$ cat src/rtl/sequenciador_envio_serial.sv
`timescale 1ns / 1ps
// sequenciador_envio_serial
// Builds and sends one status frame over a byte-wide UART each time the elevator
// changes floor. Frame: header {A, 00, floor}, NUM_CONTEUDO content bytes,
// NUM_FILA queue bytes, then the XOR of every previous byte of the frame.
//
// Ports
//   clock, reset                 clock (rising edge) and async active-high reset
//   mudou_de_andar               floor-change level; a rising edge requests a frame
//   andar_atual                  current floor, copied into the header
//   dados_conteudo_elevador      content RAM data {tipo, destino}
//   dados_fila_elevador          queue RAM data {tipo, origem, destino}
//   eh_origem_fila_elevador      origin flag of the addressed queue entry
//   uart_pronto                  UART finished the current byte (1-cycle pulse)
//   addr_conteudo_elevador       content RAM read address
//   addr_fila_elevador           queue RAM read address
//   uart_partida                 1-cycle start pulse to the UART
//   uart_dados                   byte to transmit
//   ocupado                      frame in progress (header through fim_envio)
//   fim_envio                    1-cycle pulse once the checksum byte is sent
module sequenciador_envio_serial #(
    parameter int unsigned NUM_CONTEUDO = 8,
    parameter int unsigned NUM_FILA     = 16
) (
    input  logic       clock,
    input  logic       reset,
    input  logic       mudou_de_andar,
    input  logic [1:0] andar_atual,
    input  logic [3:0] dados_conteudo_elevador,
    input  logic [5:0] dados_fila_elevador,
    input  logic       eh_origem_fila_elevador,
    input  logic       uart_pronto,
    output logic [3:0] addr_conteudo_elevador,
    output logic [3:0] addr_fila_elevador,
    output logic       uart_partida,
    output logic [7:0] uart_dados,
    output logic       ocupado,
    output logic       fim_envio
);

    localparam int unsigned NumRam = NUM_CONTEUDO + NUM_FILA;
    localparam int unsigned CntW   = $clog2(NumRam + 2);

    localparam logic [CntW-1:0] CntConteudo = CntW'(NUM_CONTEUDO);
    localparam logic [CntW-1:0] CntRam      = CntW'(NumRam);
    localparam logic [CntW-1:0] CntFim      = CntW'(NumRam + 1);

    localparam logic [2:0] OCIOSO      = 3'd0;
    localparam logic [2:0] CABECALHO   = 3'd1;
    localparam logic [2:0] LE_RAM      = 3'd2;
    localparam logic [2:0] ESPERA_RAM  = 3'd3;
    localparam logic [2:0] CARREGA     = 3'd4;
    localparam logic [2:0] ESPERA_UART = 3'd5;
    localparam logic [2:0] CHECKSUM    = 3'd6;

    logic [2:0]      estado_q, estado_d;
    // RAM bytes already loaded; NumRam+1 marks the checksum as sent
    logic [CntW-1:0] cnt_q, cnt_d;
    logic [7:0]      dados_q, dados_d;
    logic [7:0]      soma_q, soma_d;
    logic            pend_q, pend_d;
    logic            fim_q, fim_d;
    logic            mudou_q;
    // Set once the level has been seen low since reset, so a level held high
    // across reset release is not taken as an edge.
    logic            armado_q;
    logic            borda;

    assign borda = mudou_de_andar & ~mudou_q & armado_q;

    always_comb begin
        estado_d = estado_q;
        cnt_d    = cnt_q;
        dados_d  = dados_q;
        soma_d   = soma_q;
        pend_d   = pend_q;
        fim_d    = 1'b0;

        if (borda) begin
            pend_d = 1'b1;
        end

        case (estado_q)
            OCIOSO: begin
                // Covers an edge arriving in the fim_envio cycle as well.
                if (borda || pend_q) begin
                    estado_d = CABECALHO;
                    pend_d   = 1'b0;
                    soma_d   = 8'h00;
                    cnt_d    = '0;
                    dados_d  = {4'hA, 2'b00, andar_atual};
                end
            end
            CABECALHO: begin
                soma_d   = soma_q ^ dados_q;
                estado_d = ESPERA_UART;
            end
            LE_RAM: begin
                estado_d = ESPERA_RAM;
            end
            ESPERA_RAM: begin
                if (cnt_q < CntConteudo) begin
                    dados_d = {4'b0100, dados_conteudo_elevador};
                end else begin
                    dados_d = {1'b1, eh_origem_fila_elevador, dados_fila_elevador};
                end
                estado_d = CARREGA;
            end
            CARREGA: begin
                soma_d   = soma_q ^ dados_q;
                cnt_d    = cnt_q + 1'b1;
                estado_d = ESPERA_UART;
            end
            ESPERA_UART: begin
                if (uart_pronto) begin
                    if (cnt_q < CntRam) begin
                        estado_d = LE_RAM;
                    end else if (cnt_q == CntRam) begin
                        estado_d = CHECKSUM;
                        dados_d  = soma_q;
                    end else begin
                        estado_d = OCIOSO;
                        fim_d    = 1'b1;
                        cnt_d    = '0;
                    end
                end
            end
            CHECKSUM: begin
                cnt_d    = CntFim;
                estado_d = ESPERA_UART;
            end
            default: begin
                estado_d = OCIOSO;
            end
        endcase
    end

    always_ff @(posedge clock or posedge reset) begin
        if (reset) begin
            estado_q <= OCIOSO;
            cnt_q    <= '0;
            dados_q  <= 8'h00;
            soma_q   <= 8'h00;
            pend_q   <= 1'b0;
            fim_q    <= 1'b0;
            mudou_q  <= 1'b0;
            armado_q <= 1'b0;
        end else begin
            estado_q <= estado_d;
            cnt_q    <= cnt_d;
            dados_q  <= dados_d;
            soma_q   <= soma_d;
            pend_q   <= pend_d;
            fim_q    <= fim_d;
            mudou_q  <= mudou_de_andar;
            armado_q <= armado_q | ~mudou_de_andar;
        end
    end

    // Addresses follow the byte counter and saturate at the last entry of
    // each RAM until the counter returns to 0 at frame end.
    assign addr_conteudo_elevador = (cnt_q < CntConteudo) ? 4'(cnt_q) : 4'(NUM_CONTEUDO - 1);
    assign addr_fila_elevador     = (cnt_q < CntConteudo) ? 4'd0 :
                                    (cnt_q < CntRam)      ? 4'(cnt_q - CntConteudo) :
                                                            4'(NUM_FILA - 1);

    assign uart_partida = (estado_q == CABECALHO) || (estado_q == CARREGA) ||
                          (estado_q == CHECKSUM);
    assign uart_dados   = dados_q;
    assign ocupado      = (estado_q != OCIOSO) || fim_q;
    assign fim_envio    = fim_q;

endmodule
$ cat config.mk
export PLATFORM = sky130hd
export DESIGN_NAME = sequenciador_envio_serial
export DESIGN_NICKNAME = d
export VERILOG_FILES = /design/src/rtl/sequenciador_envio_serial.sv
export SDC_FILE = /design/constraint.sdc
export NUM_CORES = 1
export LEC_CHECK = 0
export BUFFER_PORTS_ARGS = -buffer_cell sky130_fd_sc_hd__buf_2
export CAP_MARGIN = 15
export CELL_PAD_IN_SITES_DETAIL_PLACEMENT = 1
export CELL_PAD_IN_SITES_GLOBAL_PLACEMENT = 1
export CORE_UTILIZATION = 40
export CTS_CLUSTER_DIAMETER = 100
export DETAILED_ROUTE_END_ITERATION = 10
export HOLD_SLACK_MARGIN = 0.06
export PLACE_DENSITY_LB_ADDON = 0.3
export SYNTH_ARGS = -nofsm -noshare
export SYNTH_HDL_FRONTEND = slang
export SYNTH_SLANG_ARGS = --single-unit
$ cat constraint.sdc
create_clock -name clock -period 1.7 [get_ports clock]
set_input_delay 0.51 -clock clock [delete_from_list [all_inputs] [get_ports clock]]
set_output_delay 0.51 -clock clock [all_outputs]
set_load 0.02 [all_outputs]
**Yosys cells after proc, flatten, opt, wreduce, memory -nomap -nowiden**

Index checks and enable logic that the tools add are counted.

- Latch bits: 0
- Memory bits (read-only): 0
- Register bits after elaboration: 28
- Logic and storage cells: 73
- Output and inout port bits: 19
- Input port bits: 17
- Memories kept: 0
- Bits in writable memories: 0

- Shift-type cells: 0
- Multiply operators: 0
- Mux-type cells: 28
- Magnitude comparators: 2
- Divide/modulo/power cells: 0
- Reduce and logical (&&, ||, !) cells: 15
- Equality and inequality tests: 12
- Bitwise operators: 6
- Add/subtract/negate cells: 2

Operators with widths:

| cell | number |
|---|---|
| 2-to-1 mux 8 bit | 6 |
| case mux 8 bit (3 select lines) | 1 |
| 2-to-1 mux 5 bit | 4 |
| case mux 5 bit (4 select lines) | 1 |
| case mux 8 bit (2 select lines) | 1 |
| case mux 3 bit (5 select lines) | 1 |
| 2-to-1 mux 3 bit | 4 |
| 2-to-1 mux 4 bit | 3 |
| != test 2 bit, second input constant | 5 |
| AND reduction 5 bit | 2 |
| == test 3 bit, second input constant | 3 |
| XOR 8 bit | 1 |
| 2-to-1 mux 1 bit | 7 |
| == test 3 x 2 -> 1 bit, second input constant | 2 |
| nonzero test 3 bit | 2 |
| adder 5 x 1 -> 5 bit, second input constant | 1 |
| == test 5 bit, second input constant | 1 |
| less-than comparator 5 x 4 -> 1 bit, second input constant | 1 |
| less-than comparator 5 bit, second input constant | 1 |
| logical OR 1 bit | 4 |
| AND reduction 2 bit | 2 |
| nonzero test 4 bit | 1 |
| subtractor 4 bit, second input constant | 1 |
| == test 3 x 1 -> 1 bit, second input constant | 1 |
| 7 further kinds | 9 |

**Depth between registers and ports, before layout**

- Depth after elaboration: 6
- Depth in mapped cells: 7

**Least setup slack after synthesis**

No wires, ideal clock.

- Path kind: flip-flop to output port
- Start point: reg estado_q[1]
- End point: out uart_partida
- Stages on the path, launching flop included: 5
- Arrival time: 1.294 ns
- Slack: -0.104 ns
- Cell sequence: dfrtp_1 > buf_4 > inv_1 > nand2_1 > o21ai_0

- Longest elaborated chain between the ends: 3
- Elaborated cells between the ends (all ways): 5
- Classes of those cells: 3 x eq/ne; 2 x reduce/logical

RTL lines:

| what | line | source |
|---|---|---|
| start: declaration | 56 | `logic [2:0] estado_q, estado_d;` |
| start signal: assignment | 149 | `estado_q <= estado_d;` |
| == test 3 x 1 -> 1 bit or == test 3 bit (tied branches) | 167 | `assign uart_partida = (estado_q == CABECALHO) \|\| (estado_q == CARREGA) \|\|` |
| logical OR 1 bit | 167 |  |
| logical OR 1 bit (*) | 167 |  |
| end: declaration | 35 | `output logic uart_partida,` |

Every way passes the cells marked *; elsewhere a longest branch is shown, timed or not.

**Worst setup path after layout**

- Start point: reg cnt_q[4]
- End point: out addr_fila_elevador[0]

- Longest elaborated chain between the ends: 3
- Elaborated cells between the ends (all ways): 4
- Classes of those cells: 2 x order compare; 2 x mux

RTL lines:

| what | line | source |
|---|---|---|
| start: declaration | 58 | `logic [CntW-1:0] cnt_q, cnt_d;` |
| start signal: assignment | 150 | `cnt_q <= cnt_d;` |
| less-than comparator 5 bit | 164 | `(cnt_q < CntRam) ? 4'(cnt_q - CntConteudo) :` |
| 2-to-1 mux 4 bit | 164 |  |
| 2-to-1 mux 4 bit (*) | 163 | `assign addr_fila_elevador = (cnt_q < CntConteudo) ? 4'd0 :` |
| end: declaration | 34 | `output logic [3:0] addr_fila_elevador,` |

Marked as above.

==> flow_summary_export.csv <==
group,metric,value,unit
worst_setup_path,crit_top_cell,"buf_6",
place,gp_congestion,0.749,
global_route,grt_busiest_layer,"met2",
floorplan,core-area,3720,µm²
floorplan,die_height,64.9,µm
routing,drc,0,
worst_setup_path,r2r-start,"estado_q[2]",
logic_synthesis,synth_seq_area_share,44.3,%
place,dp_hpwl,3290,µm
sta,tns,-0.204,ns
sta,min_period_over_period,106,%
global_route,grt_first_pass_wirelength,7270,µm
worst_setup_path,slowest_stage,"dfrtp_2",
clock_network,cts_htree_levels,1,
power,max-vdd-ir-drop,0.000929,V
clock_network,cts_buffers,3,
power,leakage,0.931,nW
clock_network,cts-root-buf,"clkbuf_8",
floorplan,io_pins,36,
run,cap_violations,0,
routing,firstDrtPassIters,4,
layout,antenna_cells,0,
layout,fill_cells,457,
worst_hold_path,hp-class,"input port to asynchronous set/reset pin",
routing,detail_route.vias_per_cell,5.54,
worst_setup_path,max_stage_delay,0.45,ns
routing,via_count,1468,
logic_synthesis,synth.net_count,188,
worst_setup_path,path_cells,"buf_6 > maj3_2 > buf_6",
logic_synthesis,yosys_warnings,0,
place,place_area,1840,µm²
sta,rsz0062_at_grt,"yes",
logic_synthesis,ys_types,41,
worst_setup_path,cp_num_buf_inv,2,
layout,area_growth,26.3,%
power,finalPower,4.38,mW
worst_setup_path,startpoint,"cnt_q[4]",
worst_setup_path,cp_max_fo,5,
global_route,track_usage,23.3,%
global_route,met2_usage,40.6,%
worst_setup_path,critPathKind,"register to output pin",
power,power.density,2190,nW/µm²
layout,design_area,2000,µm²
place,place_worst_setup_slack,-0.0640,ns
clock_network,holdBufCountCts,0,
sta,hold_violations,0,
routing,wl_per_cell,17.6,µm
outcome,status,"finished with violations",
worst_setup_path,regToRegSetupSlack,0.07,ns
routing,drt_iter0_drc,77,
worst_setup_path,required,1.19,ns
sta,setup_violations,4,
clock_network,tritoncts,"built",
global_route,grtUsageMet1,28.1,%
clock_network,cts.sinks,28,
sta,post-route-min-period,1.79,ns
place,dpl.cell_count,252,
global_route,antenna_found_initial,0,
worst_setup_path,crit_arrival,1.28,ns
floorplan,die_area,4210,µm²
logic_synthesis,synth_edf_count,0,
routing,ant_nets,0,
layout,drive_above_1_share,33.6,%
outcome,violations,"setup timing",
logic_synthesis,synth_cells,169,
clock_network,cts.clk_slew.worst_paths,0.09,ns
clock_network,clkLatencyLatePin,0.27,ns
logic_synthesis,syn_area,1580,µm²
floorplan,die-width,64.9,µm
routing,wl,4660,µm
worst_setup_path,critical_path.top_delay_family,"flip-flops",
floorplan,floorplan.initialDensity,42.6,%
global_route,globalRoute.totalOverflow,0,
sta,fmax,557,MHz
floorplan,core.rowCount,22,
global_route,grt_max_degree,29,
logic_synthesis,synthArstFlopShare,100,%
clock_network,cts_buffer_depth,2,
global_route,use_met3,3.35,%
sta,worst_clock_skew,0.00168,ns
logic_synthesis,ys.flop_type,"dfrtp_1",
sta,fin_ws,-0.0946,ns
layout,fin_util,53.7,%
worst_setup_path,startpoint_type,"register",
logic_synthesis,syn_area_per_cell,9.36,µm²
worst_setup_path,end_kind,"output pin",
logic_synthesis,ys_seq_elements,28,
layout,nNetsFinal,238,
global_route,grt_pass1_vias,1503,
sta,holdWs,0.285,ns
layout,instances_no_fill,265,
place,io_buffers,34,
sta,finalMaxSlewViolations,0,
cell families after synthesis:
family / Yosys count / synth area share (%)
xor gates and xnor gates: 9 / 4.98
muxes: 4 / 2.53
and+or+nand+nor: 65 / 23.7
adders and majority gates: 3 / 2.21
buffers and inverters: 17 / 5.30
DFF: 28 / 44.3
other: 1 / 0.237
AOI/OAI and AO/OA: 42 / 16.8
where the power goes:
| group | total, mW | switching (mW) | internal (mW) |
|---|---|---|---|
| Sequential | 1.27 | 0.288 | 0.978 |
| Combinational | 2.75 | 1.54 | 1.21 |
| Clock | 0.359 | 0.199 | 0.159 |
| Total | 4.38 | 2.03 | 2.35 |
cells in the mapped netlist (2+ instances only):
library cell | instances | area share (%)
a31oi_1 | 8 | 3.2
ha_1 | 2 | 1.6
clkbuf_1 | 4 | 0.95
buf_4 | 2 | 0.95
buf_2 | 4 | 1.3
nor2_1 | 16 | 3.8
a2bb2oi_1 | 4 | 2.2
nand3_1 | 2 | 0.63
o21ai_0 | 9 | 2.8
a21oi_1 | 11 | 3.5
nand2b_1 | 4 | 1.6
a22oi_1 | 2 | 0.95
inv_1 | 6 | 1.4
nand4b_1 | 2 | 1.1
mux2i_1 | 4 | 2.5
nor3b_1 | 10 | 4.7
xnor2_1 | 9 | 5.0
dfrtp_1 | 28 | 44
nor3_1 | 8 | 2.5
nand2_1 | 13 | 3.1
worst paths after layout:
path,endpoint,cells after the start
setup / recovery,addr_fila_elevador[0],3
min in group clock,mudou_q,1
max in group asynchronous,estado_q[2],3
hold reg to reg,armado_q,1
hold / removal,armado_q,3
setup reg to reg,uart_dados[0],7
tightest hold or removal path: cells and delay by family:
kind | cells | cell delay (ns)
buf+inv | 3 | 0.46
repair_timing:
action / in CTS / in global routing
pin swaps: 0 / 2
resized for setup: 11 / 4
setup endpoints to repair: 20 / 13
buffers inserted: 4 / 6
sequential cells by signal (all words and copies together) (netlist names):
signal / flops
soma_q: 8
uart_dados: 8
cnt_q: 5
estado_q: 3
armado_q: 1
fim_envio: 1
mudou_q: 1
pend_q: 1
area by class of cell:
class,count,area (µm²),share of cell area [%]
Sequential cell,28,704,35.3
Tap cell,48,60.1,3.01
Multi-Input combinational cell,124,816,40.9
Clock buffer,3,41.3,2.07
Timing Repair Buffer,56,353,17.7
Inverter,6,22.5,1.13
cells in the final DEF, fill, tap and decap left out, types with 6 or more instances in the layout:
master,n
nor3b_1,10
nor2_1,15
dfrtp_1,25
a31oi_1,8
nand2_1,13
o21ai_0,8
nor3_1,8
buf_2,32
a21oi_1,11
buf_4,19
xnor2_1,8
inv_1,6
per-layer routing:
metal  routed length, µm  part of all wire (%)
met1                1940                    42
met2                2490                    53
met3                 148                   3.2
met4                  79                   1.7
met5                   0                     0
Power figures use the tool's default switching activity.
